## src/rtl/write_back_stage.sv

```systemverilog
// MEM/WB pipeline register merged with write-back source selection and load
// extraction; also counts instructions leaving the stage.
module write_back_stage #(
  parameter int unsigned DATA_W     = 32,
  parameter int unsigned REG_ADDR_W = 5,
  parameter int unsigned CNT_W      = 32,
  parameter int unsigned OFF_W      = 2
) (
  input  logic                  clk,
  input  logic                  reset,
  input  logic                  stall,
  input  logic                  flush,
  input  logic                  in_valid,
  input  logic [DATA_W-1:0]     in_mem_data,
  input  logic [DATA_W-1:0]     in_alu_result,
  input  logic [DATA_W-1:0]     in_pc_plus4,
  input  logic [DATA_W-1:0]     in_imm_upper,
  input  logic [1:0]            in_wb_sel,
  input  logic [1:0]            in_load_size,
  input  logic                  in_load_unsigned,
  input  logic [OFF_W-1:0]      in_byte_off,
  input  logic [REG_ADDR_W-1:0] in_rd,
  input  logic                  in_reg_write,
  output logic                  wb_valid,
  output logic                  wb_reg_write,
  output logic [REG_ADDR_W-1:0] wb_rd,
  output logic [DATA_W-1:0]     wb_write_data,
  output logic [CNT_W-1:0]      retired_count
);

  localparam logic [1:0] SEL_ALU = 2'd0;
  localparam logic [1:0] SEL_MEM = 2'd1;
  localparam logic [1:0] SEL_PC4 = 2'd2;
  localparam logic [1:0] SEL_IMM = 2'd3;

  localparam logic [1:0] SIZE_BYTE = 2'd0;
  localparam logic [1:0] SIZE_HALF = 2'd1;

  logic                  r_valid;
  logic [DATA_W-1:0]     r_mem_data;
  logic [DATA_W-1:0]     r_alu_result;
  logic [DATA_W-1:0]     r_pc_plus4;
  logic [DATA_W-1:0]     r_imm_upper;
  logic [1:0]            r_wb_sel;
  logic [1:0]            r_load_size;
  logic                  r_load_unsigned;
  logic [OFF_W-1:0]      r_byte_off;
  logic [REG_ADDR_W-1:0] r_rd;
  logic                  r_reg_write;
  logic [CNT_W-1:0]      r_retired;

  logic                  w_leave;
  logic [7:0]            w_byte;
  logic [15:0]           w_half;
  logic [DATA_W-1:0]     w_load;
  logic [DATA_W-1:0]     w_data;

  // MEM/WB register: flush loads a bubble and wins over stall
  always_ff @(posedge clk or posedge reset) begin
    if (reset) begin
      r_valid         <= 1'b0;
      r_mem_data      <= '0;
      r_alu_result    <= '0;
      r_pc_plus4      <= '0;
      r_imm_upper     <= '0;
      r_wb_sel        <= '0;
      r_load_size     <= '0;
      r_load_unsigned <= 1'b0;
      r_byte_off      <= '0;
      r_rd            <= '0;
      r_reg_write     <= 1'b0;
    end else if (flush) begin
      r_valid         <= 1'b0;
      r_mem_data      <= '0;
      r_alu_result    <= '0;
      r_pc_plus4      <= '0;
      r_imm_upper     <= '0;
      r_wb_sel        <= '0;
      r_load_size     <= '0;
      r_load_unsigned <= 1'b0;
      r_byte_off      <= '0;
      r_rd            <= '0;
      r_reg_write     <= 1'b0;
    end else if (!stall) begin
      r_valid         <= in_valid;
      r_mem_data      <= in_mem_data;
      r_alu_result    <= in_alu_result;
      r_pc_plus4      <= in_pc_plus4;
      r_imm_upper     <= in_imm_upper;
      r_wb_sel        <= in_wb_sel;
      r_load_size     <= in_load_size;
      r_load_unsigned <= in_load_unsigned;
      r_byte_off      <= in_byte_off;
      r_rd            <= in_rd;
      r_reg_write     <= in_reg_write;
    end
  end

  // The held instruction leaves whenever the stage is not stalled, flush or not
  assign w_leave = r_valid & ~stall;

  always_ff @(posedge clk or posedge reset) begin
    if (reset) begin
      r_retired <= '0;
    end else if (w_leave) begin
      r_retired <= r_retired + CNT_W'(1);
    end
  end

  // Little-endian lane pick; half-word ignores the low offset bit
  assign w_byte = r_mem_data[{r_byte_off, 3'b000} +: 8];
  assign w_half = r_mem_data[{r_byte_off[OFF_W-1:1], 4'b0000} +: 16];

  always_comb begin
    w_load = r_mem_data;
    case (r_load_size)
      SIZE_BYTE: w_load = {{(DATA_W-8){w_byte[7] & ~r_load_unsigned}}, w_byte};
      SIZE_HALF: w_load = {{(DATA_W-16){w_half[15] & ~r_load_unsigned}}, w_half};
      default:   w_load = r_mem_data;
    endcase
  end

  always_comb begin
    w_data = '0;
    if (r_valid) begin
      case (r_wb_sel)
        SEL_ALU: w_data = r_alu_result;
        SEL_MEM: w_data = w_load;
        SEL_PC4: w_data = r_pc_plus4;
        SEL_IMM: w_data = r_imm_upper;
        default: w_data = '0;
      endcase
    end
  end

  assign wb_valid      = r_valid;
  assign wb_reg_write  = r_valid & r_reg_write & (r_rd != '0);
  assign wb_rd         = r_rd;
  assign wb_write_data = w_data;
  assign retired_count = r_retired;

endmodule
```

## config.mk

```make
export PLATFORM = sky130hd
export DESIGN_NAME = write_back_stage
export DESIGN_NICKNAME = d
export VERILOG_FILES = /design/src/rtl/write_back_stage.sv
export SDC_FILE = /design/constraint.sdc
export NUM_CORES = 1
export LEC_CHECK = 0
export ABC_CLOCK_PERIOD_IN_PS = 7100
export CORE_MARGIN = 10
export CORE_UTILIZATION = 38
export DETAILED_ROUTE_END_ITERATION = 12
export PLACE_DENSITY = 0.69
export REMOVE_ABC_BUFFERS = 1
export SETUP_SLACK_MARGIN = 0.02
export SYNTH_ARGS = -nofsm -noshare
export SYNTH_HDL_FRONTEND = slang
export SYNTH_SLANG_ARGS = --single-unit
```

## constraint.sdc

```tcl
create_clock -name clk -period 7.1 [get_ports clk]
set_clock_uncertainty 0.2 [all_clocks]
set_input_delay 1.42 -clock clk [delete_from_list [all_inputs] [get_ports clk]]
set_output_delay 1.42 -clock clk [all_outputs]
set_load 0.02 [all_outputs]
```

==> results by stage <==
Global route:
- The total overflow left after global routing is 0.
- The initial antenna violation count is 1.
- The via count of the first global-routing pass is approximately 7500.
- The largest net degree at the start of global routing is 132.
- The first global-routing pass estimated roughly 44000 um of wire.
- Across every metal layer, demand over resource in global routing totals ~18%.

Pwr:
- The design draws roughly 2400 uW.
- The combinational power share is about 17%.
- In this run switching power makes up a little under 30% of total power.
- The power density over the cells is around 210 mW/mm^2.
- The power dissipated by switching net loads is 728 uW.
- The cell internal power dissipation is 1720 uW.
- The leakage power total is between 0.005 and 0.006 uW.
- The worst ir drop on vdd is 112 uV.
- The power share of the clock group is a little under two fifths.
- The share of total power in sequential cells is about 45%.

Clocking:
- The number of buffers inserted for hold repair after clock tree synthesis is 0.
- Buffers inserted during clock tree synthesis total 17.
- The setup fix buffers added after clock tree synthesis is 0.
- For the worst-skew pair, the clock arrives at the later sink with an insertion delay of 430 ps.
- The clock passes through at most 2 buffers.
- The count of clock tree sinks is about 170.
- The clock transition time at the flip-flop clock pins of the worst setup and hold paths is about 80 ps.
- After clock tree synthesis, the repair step resized 0 gates.
- The clock root buffer master is clkbuf_16.
- The number of H-tree levels is 4.
- The clock tree from TritonCTS is built.

Route:
- The total DRC errors in the routed layout is 0.
- Dividing the detail-routed via count by the number of cells gives about 5.2.
- After detailed routing, the total wire length is about 28000 um.
- The count of vias placed by the detailed router is 7225.
- The detailed router finished its first iteration with 548 violations.
- The count of nets left with antenna violations after detail routing is 0.
- Before antenna repair, the detailed router went through 6 iterations.
- After detailed routing, the average wire length per cell comes to ~20 um.

Logic synthesis:
- The count of flip-flops with a built-in enable after synthesis is 0.
- The Yosys step of the flow raised 0 warnings.
- The netlist uses 48 different library cells.
- By count the netlist is led by dfrtp_1 (174), nor2_1 (155), mux2i_1 (152), a21oi_1 (47), nand2_1 (47).
- Synthesis produced just under 900 cells.
- The average cell area after synthesis is ~10 um^2.
- Summing every instance area after synthesis gives 0.00894 mm^2.
- After synthesis, the cell types taking the most area are dfrtp_1 (49%), mux2i_1 (17%), nor2_1 (6.5%).
- The share of Yosys cell area claimed by the top area cell type is between 40% and 50%.
- The dominant cell by count in the synthesized netlist is dfrtp_1.
- The post-synthesis sequential area ratio is 48.7%.
- The flop and latch count out of synthesis is 174.
- The most frequently used flop master after synthesis is dfrtp_1.
- The cell type with the largest total area after synthesis is dfrtp_1.
- Of all flip-flops after synthesis, the portion carrying an async set or reset was 100%.

Die:
- The number of placement rows is 56.
- After floorplanning, the core was sized to cover between 0.02 and 0.025 mm^2.
- The area of the die is approximately 0.030 mm^2.
- In this run the horizontal extent of the chip is roughly 170 um.
- For this configuration, the core starts out at a cell density of a little under two fifths.
- The number of placed I/O pins is roughly 220.
- The vertical die dimension is between 150 and 200 um.

Cells and area:
- The post-route netlist has around 7% of its cells at a drive strength greater than 1.
- The final standard cell count with taps included and fillers excluded is between 1000 and 1500.
- The number of nets in the layout is roughly 1200.
- The relative area change from synthesis to final layout is 32.8%.
- At the end of the flow the core is filled with cells to roughly half.
- The number of filler cells placed in the layout is 2107.

Timing:
- The maximum operating frequency is slightly below 0.2 GHz.
- The worst path uses between 70% and 80% of the clock period.
- Setup repair after global routing left no endpoint under its margin.
- The transition time at the pin with the least slew margin is 1040 ps.
- The worst-case setup margin in the final layout is roughly 2000 ps.
- The number of hold-slack violations in the final timing report is 0.
- The time the final worst path needs with I/O delays and setup is ~5100 ps.
- The number of setup violations in the final report is 0.
- The final count of pins violating max slew is 0.
- Headroom to the max-slew limit came out at between 30% and 40%.
- For the final routed database, the setup TNS stands at 0 ps.

Setup path:
- The startpoint of the worst setup timing path is r_wb_sel[0]$_DFFE_PP0P_.
- The worst setup path is of the reg -> out kind.
- The worst reg2reg path startpoint is wb_valid$_DFFE_PP0P_.
- STA classifies the critical path endpoint as an output pin.
- Among cell families on the critical path, the largest total delay comes from buffers and inverters.
- Traced cell by cell, the critical path runs through inv_1 > nand2_1 > o21ai_0 > a21oi_1 > clkdlybuf4s50_1.
- The worst setup path is launched from a flip-flop.
- The number of buffer and inverter stages on the critical path is 2.
- The maximum fanout along the worst path is 30.
- At the worst endpoint, the required time is roughly 5500 ps.
- The biggest cell delay along the critical path is approximately 740 ps.
- The worst-path cell with the longest stage delay is inv_1.
- For the worst setup path, the data arrival time is around 3400 ps.

Placement:
- The half-perimeter wire length of the detailed placement result is ~20000 um.
- The worst-case setup slack after placement is 2510 ps.
- In this run the tool buffered the top-level ports with roughly 220 buffer cells.
- Once placement completed, the tool counted placed cells totaling between 1000 and 1500.
- The weighted congestion reported at the end of routability-driven placement is slightly above 0.8.

Run:
- Max-cap violations in this run came to 0.

Hold path:
- The worst hold path begins at retired_count[31]$_DFFE_PP0P_.
- The worst hold-check path type is reg -> reg.

Status:
- The run finished with clean final reports.
## final cells by class
class | count | area [um^2] | area share, %
antenna | 1 | 2.50 | 0.0211
clock buffer | 17 | 425 | 3.58
clock inverter | 15 | 165 | 1.39
inverter | 4 | 22.5 | 0.190
multi-input combinational | 632 | 4260 | 35.9
sequential | 174 | 4360 | 36.7
tap | 319 | 399 | 3.36
timing repair buffer | 226 | 2240 | 18.9
## registers in the layout, indices dropped and copies added (netlist names)
register and flops:
r_alu_result 32, r_byte_off 2, r_imm_upper 32, r_load_size 2, r_load_unsigned 1, r_mem_data 32
r_pc_plus4 32, r_reg_write 1, r_wb_sel 2, retired_count 32, wb_rd 5, wb_valid 1
## power groups by stage
stage | sequential (uW) | combinational [uW] | clock, uW
3_5_place_dp | 1120 | 412 | 0
5_1_grt | 1110 | 449 | 1010
2_1_floorplan | 1130 | 175 | 0
6_report | 1100 | 409 | 939
3_3_place_gp | 1120 | 408 | 0
4_1_cts | 1100 | 415 | 972
## worst paths after layout
kind / slack (ps) / depth (start not counted) / endpoint
worst max-delay path: 2040 / 5 / wb_write_data[25]
worst min-delay path: 280 / 1 / retired_count[31]$_DFFE_PP0P_
worst max register to register: 4980 / 5 / retired_count[24]$_DFFE_PP0P_
worst min register to register: 280 / 1 / retired_count[31]$_DFFE_PP0P_
max in group asynchronous: 4060 / 3 / r_wb_sel[0]$_DFFE_PP0P_
min in group asynchronous: 1370 / 2 / r_alu_result[16]$_DFFE_PP0P_
## cells in the final DEF, fill, tap and decap left out, drive strengths merged, types with 2 or more instances in the layout
master / netlist / final
o21a: 15 / 15
a21o: 3 / 3
and4: 4 / 4
inv: 4 / 14
a211oi: 16 / 16
xnor2: 25 / 25
buf: 30 / 11
nor3: 4 / 4
nand3: 16 / 16
a21oi: 47 / 47
nor3b: 6 / 6
o21ai: 46 / 46
nor4: 4 / 4
or3: 2 / 2
xor2: 6 / 6
and3: 5 / 5
o311ai: 6 / 6
nand2: 47 / 47
a221oi: 4 / 4
mux2i: 152 / 152
clkbuf: 39 / 18
nand4: 11 / 11
o22ai: 8 / 8
nor2b: 5 / 5
mux2: 16 / 16
dfrtp: 174 / 174
clkdlybuf4s50: 0 / 214
nand2b: 3 / 3
nor2: 155 / 155
clkinv: 0 / 5
a31oi: 15 / 15
## metrics by stage
| stage | area (um^2) | hold WS [ps] |
|---|---|---|
| floorplan | 8630 | 283 |
| global placement | 11300 | 275 |
| detailed placement | 11300 | 268 |
| CTS | 11900 | 280 |
| global route | 11900 | 298 |
| finish | 11900 | 278 |
## worst reg2reg max path, cell delays in order (launching register included)
cell and delay, ps:
dfrtp_1 350, buf_4 390, nand3b_1 340, nor4_4 410
nand4_1 170, xnor2_1 160
## layer usage
metal  track usage, %  up-vias  share of wire [%]
li1                 -     3457                  -
met1             24.1     3562                 46
met2             28.9      189                 47
met3             6.25       17                6.3
met4             3.38        0               0.90
met5                0        -                  0
## cell families (layout without fill, tap and decap cells)
family	Yosys count	count (layout)	synth area share [%]
muxes	169	169	19.4
buffers and inverters	73	262	3.62
DFF	174	174	48.7
and+or+nand+nor	266	266	14.0
xor gates and xnor gates	31	31	3.04
other	0	1	0
adders and majority gates	1	1	0.140
AOI/OAI and AO/OA	165	165	11.2
Note: power is estimated with default switching activity, not from simulation.
==> variant 1: new RTL, same flow settings <==
The parameter `OFF_W` goes from 2 to 4.
--- a/src/rtl/write_back_stage.sv
+++ b/src/rtl/write_back_stage.sv
@@ -4,7 +4,7 @@
   parameter int unsigned DATA_W     = 32,
   parameter int unsigned REG_ADDR_W = 5,
   parameter int unsigned CNT_W      = 32,
-  parameter int unsigned OFF_W      = 2
+  parameter int unsigned OFF_W      = 4
 ) (
   input  logic                  clk,
   input  logic                  reset,
Ports: changed (resized in_byte_off); port bits go from 217 to 219. The function was not compared with the original's and may differ.
==> variant 1 against the original RTL <==
Synthesized cell count fell by 1.3%; power rose by 0.43%; sequential share of layout area rose by 0.38 points; setup slack got worse by 0.59 ns; first-iteration DRC count rose by 10%; sequential cell count rose by 2; non-clock buffer count fell by 2; largest power group unchanged; die area fell by 0.11%; worst hold slack improved by 0.0097 ns; area after synthesis fell by 0.13%; cell count fell by 0.58%; design area rose by 0.11%; wire length fell by 1.1%.
==> variant 1: results (changes against the original RTL) <==
Global route
  • First-pass GRT wire length: 43900 um (-0.73%)
  • GRT Total Usage: 0.183 (-0.000354)
  • Vias in the first global route: 7533 (+0.52%)
  • Initial antenna violation count: 6 (+5)
  • Largest net degree at the start of global routing: 141 (+6.8%)

Power
  • Peak VDD IR: 150 uV (+34%)
  • Leakage: 5.25 nW (-1.6%)

Layout
  • Clk tree area frac: 0.0494 (-0.000368)
  • Logic inverters: 13 (+9)
  • Register area: 4410 um^2 (+1.1%)
  • Ratio of cells with drive above 1 in the final layout: 0.0643 (-0.00502)
  • Antenna cell count: 3 (+2)

CTS
  • Clk sinks: 176 (+1.1%)

Outcome
  • Outcome: complete, no violations

Drt
  • DR pass1 iterations: 4 (-2)
  • Vias post-DR: 7299 (+1.0%)
  • Post-Route WL: 27600 um (-1.1%)
  • DR iter-0 viols: 603 (+10%)

Floorplan
  • Die ar.: 30000 um^2 (-0.11%)

Placed design
  • Placed wire-length estimate: 18900 um (-3.4%)
  • Gp weighted congestion: 0.828 (+1.0%)
  • PortBufs: 218 (+0.93%)

Timing
  • Fin Hold WS: 0.288 ns (+0.00970 ns)

Logic synthesis
  • Gate Count Post-Synth: 868 (-1.3%)
  • Sequential element share of the synthesized area: 0.493 (+0.00622)

Setup path
  • Worst stage delay on the critical path: 1.07 ns (+0.33 ns)
  • Critical R2R Capture: retired_count[31]
  • R2R cell count: 4 (-1)
  • Top delay family on crit path: flip-flops
[variant 1: changes by cell type in the layout (fill, tap and decap cells not counted), sizes merged, moves of 9 or more]
| cell | change |
|---|---|
| a21oi | +9 |
| nand2 | -12 |
| a31oi | -13 |
| o21a | -15 |
| a211oi | -14 |
| o21ai | -17 |
| o2bb2ai | +15 |
| a22oi | +21 |
| o211ai | +10 |
[variant 1: layer usage]
layer | GRT usage | wire [um] | share of wire | vias up
met3 | 0.0669 | 2120 | 0.077 | 34
met5 | 0 | 27 | 0.00098 | -
met4 | 0.0460 | 409 | 0.015 | 4
li1 | - | - | - | 3435
met2 | 0.278 | 12600 | 0.46 | 214
met1 | 0.242 | 12400 | 0.45 | 3612
[variant 1: kinds of logic after synthesis]
kind of cell	share of synthesized area
simple gates	0.134
flops	0.493
mux	0.188
compound gates	0.115
buf+inv	0.0381
xor+xnor	0.0304
fa+ha+maj	0.00140
[variant 1: worst max-delay path by stage]
stage / startpoint / end / slack (ns) / cells past startpoint
final: r_wb_sel[0] / wb_write_data[16] / 1.45 / 5
after global routing: r_wb_sel[0] / wb_write_data[16] / 1.27 / 5
after CTS: r_wb_sel[0] / wb_write_data[16] / 1.50 / 5
after detailed placement: r_wb_sel[0] / wb_write_data[16] / 2.00 / 5
after global placement: r_wb_sel[0] / wb_write_data[16] / 2.05 / 5
after floorplan: reset / r_alu_result[0] / 0.71 / 1
[variant 1: power groups by stage]
| stage | Sequential [mW] | Clock [mW] | Combinational (mW) |
|---|---|---|---|
| floorplan | 1.14 | 0 | 0.169 |
| global placement | 1.14 | 0 | 0.388 |
| detailed placement | 1.14 | 0 | 0.394 |
| CTS | 1.12 | 0.965 | 0.396 |
| global route | 1.13 | 1.00 | 0.428 |
| finish | 1.12 | 0.946 | 0.392 |
==> variant 2: new RTL, config.mk and constraints unchanged <==
Without the edit above. Reset style: synchronous (`reset`), changed in 2 clocked blocks.
--- a/src/rtl/write_back_stage.sv
+++ b/src/rtl/write_back_stage.sv
@@ -56,7 +56,7 @@
   logic [DATA_W-1:0]     w_data;
 
   // MEM/WB register: flush loads a bubble and wins over stall
-  always_ff @(posedge clk or posedge reset) begin
+  always_ff @(posedge clk) begin
     if (reset) begin
       r_valid         <= 1'b0;
       r_mem_data      <= '0;
@@ -99,7 +99,7 @@
   // The held instruction leaves whenever the stage is not stalled, flush or not
   assign w_leave = r_valid & ~stall;
 
-  always_ff @(posedge clk or posedge reset) begin
+  always_ff @(posedge clk) begin
     if (reset) begin
       r_retired <= '0;
     end else if (w_leave) begin
Function: differs if reset is asserted again (counterexample within 4 cycles, from zero or initial values and one cycle with reset high); with reset held inactive, the same outputs for 4 cycles.
==> variant 2 against the original RTL <==
Maximum frequency is 5.0% lower; critical path depth did not move; largest power group unchanged; sequential cell count did not move; critical path type unchanged; critical endpoint is now wb_write_data[23]; die area down 11%; setup slack got worse by 0.27 ns; via count down 4.4%; wire length down 11%; design area down 9.5%; sequential share of layout area shrank 4.3 points; power down 9.7%; area after synthesis down 13%.
==> variant 2: results (changes against the original RTL) <==
Placed design
  • PortBufs: 216 (unchanged)
  • Placed Cells: 1315 (-3.0%)
  • Placed wire-length estimate: 17900 um (-8.7%)
  • Gp weighted congestion: 0.861 (+5.0%)

Setup path
  • WP data arrival: 3.71 ns (+0.27 ns)
  • R2R cell count: 6 (+1)
  • Max FO, Critical Path: 27 (-10%)
  • Reg2Reg Setup Slack: 4.33 ns (-0.65 ns)

Logic synthesis
  • Sequential element share of the synthesized area: 0.447 (-0.0396)
  • Synth cell count leaders: nor2_1, dfxtp_1, mux2i_1
  • Gate Count Post-Synth: 882 (+0.34%)
  • Top post-synthesis cells by area: dfxtp_1, mux2i_1, nor2_1
  • Ys async rst share: 0 (-1.00)
  • Unique cell type count in the Yosys netlist: 42 (-13%)
  • Predominant post-synthesis flop cell: dfxtp_1

Drt
  • Via density: 5.11 (-1.9%)
  • DR pass1 iterations: 5 (-1)
  • Post-Route WL: 24900 um (-11%)
  • WL met3: 2330 um (+32%)
  • WL met2: 11700 um (-11%)
  • DR iter-0 viols: 366 (-33%)
  • M1 WL: 10500 um (-18%)
  • DR top layer: met5

CTS
  • H-tree depth: 4 (unchanged)
  • Clock Tree Buf Depth: 2 (unchanged)
  • TritonCTS Buffers: 17 (unchanged)
  • Clk_lat worst skew: 0.42 ns
  • Post_cts resized: 0 (unchanged)
  • CTS root buffer: clkbuf_16
  • Post-CTS setup buffer count: 0 (unchanged)

Global route
  • Largest net degree at the start of global routing: 72 (-45%)
  • First-pass GRT wire length: 38400 um (-13%)
  • Initial antenna violation count: 7 (+6)
  • Vias in the first global route: 6797 (-9.3%)
  • GRT Total Usage: 0.182 (-0.00107)

Power
  • Leakage: 4.16 nW (-22%)
  • Peak VDD IR: 156 uV (+39%)

Timing
  • Final Hold Vio Count: 0 (unchanged)
  • Fin Hold WS: 0.286 ns (+0.00857 ns)
  • Worst-Margin Slew: 1.07 ns (+0.0275 ns)

Outcome
  • Outcome: complete, no violations

Min path
  • Hold Crit Depth: 2 (+1)

Layout
  • Ratio of cells with drive above 1 in the final layout: 0.0566 (-0.0126)
  • Non-Filler Instances: 1353 (-2.5%)
  • Fillers: 1891 (-10%)
  • Layout net count: 1211 (+0.75%)
-- variant 2: area by class of cell --
type                       count  area, um^2  area share
inverter                       4        15.0     0.00140
tap                          270         338      0.0314
timing repair buffer         225        2230       0.208
multi-input combinational    642        4050       0.377
clock inverter                13         155      0.0144
sequential                   174        3490       0.324
clock buffer                  19         453      0.0422
antenna                        6        15.0     0.00140
-- variant 2: worst max-delay path, cell delays in order, from the launching register on --
cell and delay (ns):
dfxtp_1 0.53, clkinv_1 0.76, a221oi_4 0.90, o21ai_0 0.26
a21oi_1 0.20, clkdlybuf4s50_1 0.64
-- variant 2: through the flow --
step | setup slack [ns] | cell area, um^2 | total power, mW
global route | 1.54 | 10700 | 2.30
global placement | 2.29 | 10100 | 1.28
CTS | 1.71 | 10700 | 2.24
detailed placement | 2.26 | 10100 | 1.28
finish | 1.77 | 10700 | 2.21
floorplan | 3.27 | 7540 | 1.13
-- variant 2: cell families after synthesis --
family / count (synthesis) / share of synthesized area
xor gates and xnor gates: 28 / 0.0315
muxes: 157 / 0.207
AOI/OAI and AO/OA: 131 / 0.0990
adders and majority gates: 1 / 0.00161
buffers and inverters: 66 / 0.0337
DFF: 174 / 0.447
and+or+nand+nor: 325 / 0.180
-- variant 2: worst paths after layout --
path	startpoint	end
setup reg to reg	wb_valid	retired_count[30]
setup / recovery	r_load_size[1]	wb_write_data[23]
hold reg to reg	retired_count[31]	retired_count[31]
hold / removal	retired_count[31]	retired_count[31]
-- variant 2: report_power, final --
group	internal [mW]	switching [mW]
clock network	0.547	0.410
logic	0.131	0.103
registers	1.00	0.0196
total	1.68	0.533
-- variant 2: per-layer routing --
layer / GRT usage / vias up
met5: 0 / -
met4: 0.0451 / 4
met3: 0.0831 / 24
met2: 0.295 / 219
met1: 0.216 / 3256
li1: - / 3407
